<file path="config.mk">
export PLATFORM = sky130hd
export DESIGN_NAME = firram_loader
export DESIGN_NICKNAME = d
export VERILOG_FILES = /design/src/rtl/firram_loader.sv
export SDC_FILE = /design/constraint.sdc
export NUM_CORES = 2
export LEC_CHECK = 0
export CAP_MARGIN = 0
export CORE_UTILIZATION = 56
export DETAILED_ROUTE_END_ITERATION = 7
export PLACE_DENSITY = 0.69
export SETUP_SLACK_MARGIN = 0.15
export SYNTH_ARGS = -nofsm -noshare
export SYNTH_HDL_FRONTEND = slang
export SYNTH_MEMORY_MAX_BITS = 65536
export SYNTH_SLANG_ARGS = --single-unit
</file>
<file path="constraint.sdc">
create_clock -name clock -period 5.31 [get_ports clock]
set_input_delay 1.593 -clock clock [delete_from_list [all_inputs] [get_ports clock]]
set_output_delay 1.593 -clock clock [all_outputs]
set_load 0.01 [all_outputs]
</file>
<file path="src/rtl/firram_loader.sv">
`default_nettype none
// ============================================================================
// Module      : firram_loader
// Description : Loads a DEPTH x DATA_W FIR coefficient table from a
//               valid/ready stream and exposes it on a registered read port.
//               A start pulse (re)starts a load from address 0. The table is
//               flagged valid once all DEPTH words have been written.
// Ports       : clock        - single clock, rising edge
//               reset        - synchronous active-high reset
//               start        - load request pulse
//               s_data       - coefficient stream data (two's complement)
//               s_valid      - s_data is valid
//               s_ready      - block accepts s_data this cycle
//               rd_address   - FIR-side read address
//               rd_q         - FIR-side read data (1-cycle latency)
//               busy         - a load is in progress
//               table_valid  - table completely loaded since last start/reset
//               count        - words written in the current load
// Revision    : 1.0 - initial release
// ============================================================================
module firram_loader #(
    parameter int ADDR_W = 8,
    parameter int DATA_W = 18,
    parameter int DEPTH  = 256
) (
    input  logic              clock,
    input  logic              reset,
    input  logic              start,
    input  logic [DATA_W-1:0] s_data,
    input  logic              s_valid,
    output logic              s_ready,
    input  logic [ADDR_W-1:0] rd_address,
    output logic [DATA_W-1:0] rd_q,
    output logic              busy,
    output logic              table_valid,
    output logic [ADDR_W:0]   count
);

    typedef enum logic [1:0] {
        IDLE = 2'd0,
        LOAD = 2'd1,
        DONE = 2'd2
    } state_t;

    localparam logic [ADDR_W-1:0] c_last_addr = ADDR_W'(DEPTH - 1);
    localparam logic [ADDR_W-1:0] c_addr_one  = ADDR_W'(1);
    localparam logic [ADDR_W:0]   c_count_one = (ADDR_W + 1)'(1);

    state_t              r_state;
    state_t              w_state_nxt;
    logic [ADDR_W-1:0]   r_wr_addr;
    logic [ADDR_W:0]     r_count;
    logic                r_table_valid;
    logic                w_we;
    logic                w_clr;
    logic                w_last;

    logic [DATA_W-1:0]   mem [DEPTH];

    // ------------------------------------------------------------------
    // Next-state and handshake decode
    // ------------------------------------------------------------------
    always_comb begin
        w_state_nxt = r_state;
        s_ready     = 1'b0;
        busy        = 1'b0;
        w_we        = 1'b0;
        w_clr       = 1'b0;
        w_last      = 1'b0;
        case (r_state)
            IDLE: begin
                if (start) begin
                    w_state_nxt = LOAD;
                    w_clr       = 1'b1;
                end
            end
            LOAD: begin
                busy = 1'b1;
                if (start) begin
                    // Restart: any handshake offered this cycle is dropped.
                    w_clr = 1'b1;
                end else begin
                    s_ready = 1'b1;
                    if (s_valid) begin
                        w_we = 1'b1;
                        if (r_wr_addr == c_last_addr) begin
                            w_last      = 1'b1;
                            w_state_nxt = DONE;
                        end
                    end
                end
            end
            DONE: begin
                if (start) begin
                    w_state_nxt = LOAD;
                    w_clr       = 1'b1;
                end
            end
            default: begin
                w_state_nxt = IDLE;
            end
        endcase
        // Reset wins over any transfer; never advertise readiness under it.
        if (reset) begin
            s_ready = 1'b0;
            w_we    = 1'b0;
        end
    end

    // ------------------------------------------------------------------
    // State and load bookkeeping
    // ------------------------------------------------------------------
    always_ff @(posedge clock) begin
        if (reset) begin
            r_state       <= IDLE;
            r_wr_addr     <= '0;
            r_count       <= '0;
            r_table_valid <= 1'b0;
        end else begin
            r_state <= w_state_nxt;
            if (w_clr) begin
                r_wr_addr     <= '0;
                r_count       <= '0;
                r_table_valid <= 1'b0;
            end else if (w_we) begin
                r_count <= r_count + c_count_one;
                // Hold the address on the final word so it never wraps.
                if (w_last) begin
                    r_table_valid <= 1'b1;
                end else begin
                    r_wr_addr <= r_wr_addr + c_addr_one;
                end
            end
        end
    end

    // ------------------------------------------------------------------
    // Simple dual-port table. Contents survive reset; the read port runs
    // unconditionally and returns old data on a same-address collision.
    // ------------------------------------------------------------------
    always_ff @(posedge clock) begin
        if (w_we) begin
            mem[r_wr_addr] <= s_data;
        end
    end

    always_ff @(posedge clock) begin
        rd_q <= mem[rd_address];
    end

    assign count       = r_count;
    assign table_valid = r_table_valid;

endmodule
`default_nettype wire

</file>
==> flow_metrics.py <==
metrics = {
    "synthesis": {
        "syn_inst": 8391,
        "synth_nets": 8426,
        "yosysSeqAreaShare_pct": 77.5,
        "synth.area.top_cells": "edfxtp_1 77%, mux4_2 11%, mux2i_1 4.0%, o221ai_1 1.3%, o22ai_1 0.70%",
        "yosysMostFrequentCell": "edfxtp_1",
        "syn_avg_cell_area_sq_um": 21.4,
        "ys_ff_latch": 4646,
        "yosysTopAreaCellShare_pct": 77.1,
        "synth.distinct_cells": 67,
        "async_flop_share_pct": 0,
        "synth_area_sq_um": 179000,
        "yosysWarnings": 0,
        "yosys-top-cells-count": "4,608 x edfxtp_1, 880 x mux4_2, 717 x mux2i_1",
        "synth_edf_count": 4608,
        "yosysTopAreaCell": "edfxtp_1",
        "synth_ff_type": "edfxtp_1",
    },
    "sta": {
        "finalHoldViolCount": 0,
        "timing.fmax_ghz": 0.213,
        "finalSetupTns_ns": 0,
        "min_period_ns": 4.70,
        "tightestPinTransition_ns": 1.59,
        "rsz0062_at_grt": "false",
        "drv_slew": 85,
        "fin_crit_sh_pct": 88.6,
        "final.setup_skew_ns": 0.0710,
        "setup-violations-final": 0,
        "worst_slew_margin_rel_pct": -5.89,
    },
    "critical_path": {
        "cp_cell_sequence": "clkdlybuf4s50_1 -> nor4b_1 -> clkdlybuf4s50_1",
        "r2r_cells": 6,
        "crit_path_frequent_cell": "clkdlybuf4s50_1",
        "worstPathArrival_ns": 3.11,
        "cp-start-kind": "primary input",
        "cpMaxStageDelayCell": "clkdlybuf4s50_1",
        "cp_data_required_time_ns": 3.72,
        "setup.worst_path.end_class": "output pin",
        "rrSetupSlack_ns": 1.87,
        "cp_max_fo": 4,
        "reg2reg_to": "rd_q[9]",
        "reg2reg_from": "mem[177][9]",
        "cpPeakStageDelay_ns": 0.64,
        "critPathKind": "primary input to output pin",
    },
    "global_routing": {
        "grt_start_max_net_pins": 163,
        "grt_pass1_wl_um": 669000,
        "antenna_found_initial": 19,
        "gr-total-overflow": 0,
        "met1_usage_pct": 41.0,
        "grtUsageMet3_pct": 5.97,
        "gr-usage-met2_pct": 45.0,
        "top_usage_layer": "met2",
        "grt_pass1_vias": 90200,
        "track_usage_pct": 29.2,
    },
    "placement": {
        "placed_area_sq_um": 189000,
        "gp_congestion": 0.939,
        "dp_hpwl_um": 283000,
        "io_buffers": 59,
        "place_inst": 12800,
    },
    "flow_run": {
        "drv_cap": 0,
    },
    "power": {
        "power_density_nw_per_um2": 375,
        "power.leakage_uw": 0.0654,
        "ir_drop_mv": 0.338,
    },
    "route": {
        "drcViolationCount": 0,
        "wl_per_cell_um": 34.5,
        "drt-total-wl_um": 470000,
        "ant_nets": 0,
        "dr.first_iter.drc_count": 13200,
        "vias": 91400,
        "drtPass1Iterations": 7,
        "via_per_inst": 6.70,
    },
    "floorplan": {
        "fp.dieH_um": 568,
        "initial_utilization_pct": 56.4,
        "rows": 207,
        "die_w_um": 568,
        "core_sq_um": 318000,
        "io_pins": 60,
        "fp.dieArea_sq_um": 323000,
    },
    "clock_network": {
        "cts-root-buf": "clkbuf_16",
        "cts_repair_resize_count": 0,
        "cts_setup_buffers": 0,
        "clock_sink_count": 4646,
        "clockBufferDepth": 4,
        "clk_latency_ns": 1.01,
        "cts_made_buffers": 453,
        "cts_hold_buf": 0,
        "cts_tree": "built",
        "clkTransAtPathRegs_ns": 0.06,
        "h-tree-depth": 5,
    },
    "finish": {
        "final_cells": 13600,
        "drive_above_1_share_pct": 26.1,
        "syn_to_final_growth_pct": 13.7,
        "final_nets": 9096,
        "final_cell_area_sq_um": 204000,
        "final_core_util_pct": 64.1,
    },
    "hold_path": {
        "min_from": "table_valid",
        "min_to": "table_valid",
        "min_path_cells": 2,
        "holdCritPathClass": "flip-flop to flip-flop",
    },
    "status": {
        "violations": "max-slew violations",
        "status": "finished with violations",
    },
}
==> placed cells by master, fill, tap and decap left out, drive strengths merged, types with 8 or more instances in the layout <==
master	synthesis	final
o211ai	10	10
o221ai	266	266
a22o	22	22
edfxtp	4608	4608
clkbuf	216	553
nand3	35	35
a31oi	14	14
and3	12	12
nor2b	10	10
dfxtp	38	38
inv	5	18
nor4	30	30
a221oi	14	14
clkdlybuf4s50	0	35
o22ai	204	204
o21ai	37	37
mux4	892	892
nor2	324	324
mux2i	717	717
clkinv	1	212
diode	0	9
or3	11	11
a22oi	53	53
nand4	25	25
buf	289	680
a21oi	173	173
clkinvlp	0	14
nand2	106	106
xor2	8	8
nor3	161	161
mux2	16	16
bufinv	0	57
a211oi	26	26
==> cell families after synthesis <==
family | Yosys count | share of synthesized area (%)
flip-flops | 4646 | 77.5
multiplexers | 1625 | 15.3
AO/OA/AOI/OAI | 853 | 3.38
AND/OR/NAND/NOR | 739 | 1.86
buffers and inverters | 511 | 1.80
XOR/XNOR | 12 | 0.0586
adder cells (fa/ha/maj) | 5 | 0.0349
==> critical path, delay by kind of cell <==
kind	cells	cell delay, ns
and+or+nand+nor	1	0.41
buffers and inverters	2	1.11
==> power breakdown <==
part | leakage [uW] | switching, uW | internal [uW] | total, uW
Sequential | 0.0417 | 64.3 | 40300 | 40400
Clock | 0.00731 | 13600 | 18700 | 32300
Combinational | 0.0163 | 2420 | 1340 | 3760
Total | 0.0654 | 16100 | 60300 | 76400
==> layer usage <==
layer | vias up | part of all wire [%]
li1 | 36900 | -
met1 | 48100 | 38
met2 | 5398 | 47
met3 | 947 | 11
met4 | 14 | 4.9
met5 | - | 0.019
==> registers in the layout, summed over array words and instances, names as in the netlist <==
register and flops:
rd_q 18, r_wr_addr 8, r_state 2, count 9
table_valid 1, mem 4608
==> area by class of cell <==
cell class              count  area (sq um)
diodes                      9          22.5
clock buffers             548         11800
clock inverters           295          3110
fillers                 20600        114000
inverters                   6          35.0
multi-input cells        3234         37600
flip-flops and latches   4646        139000
well taps                4180          5230
repair buffers            720          6990
==> per-stage QoR <==
stage / hold slack, ns / worst slack [ns] / total power [uW]
final: 0.480 / 0.606 / 76400
after global routing: 0.512 / 0.521 / 78200
after CTS: 0.497 / 0.608 / 76700
after detailed placement: 0.478 / -0.285 / 44900
after global placement: 0.473 / -0.218 / 44800
after floorplan: 0.472 / 0.948 / 43100
==> how the worst max path moves through the flow <==
stage | from | to | slack (ns) | cells after the start
floorplan | reset | mem[100][0] | 0.95 | 6
global placement | rd_address[0] | rd_q[9] | -0.22 | 8
detailed placement | rd_address[0] | rd_q[9] | -0.29 | 8
CTS | reset | s_ready | 0.61 | 3
global route | reset | s_ready | 0.52 | 3
finish | reset | s_ready | 0.61 | 3
No activity file was read; power rests on OpenSTA's default activity.
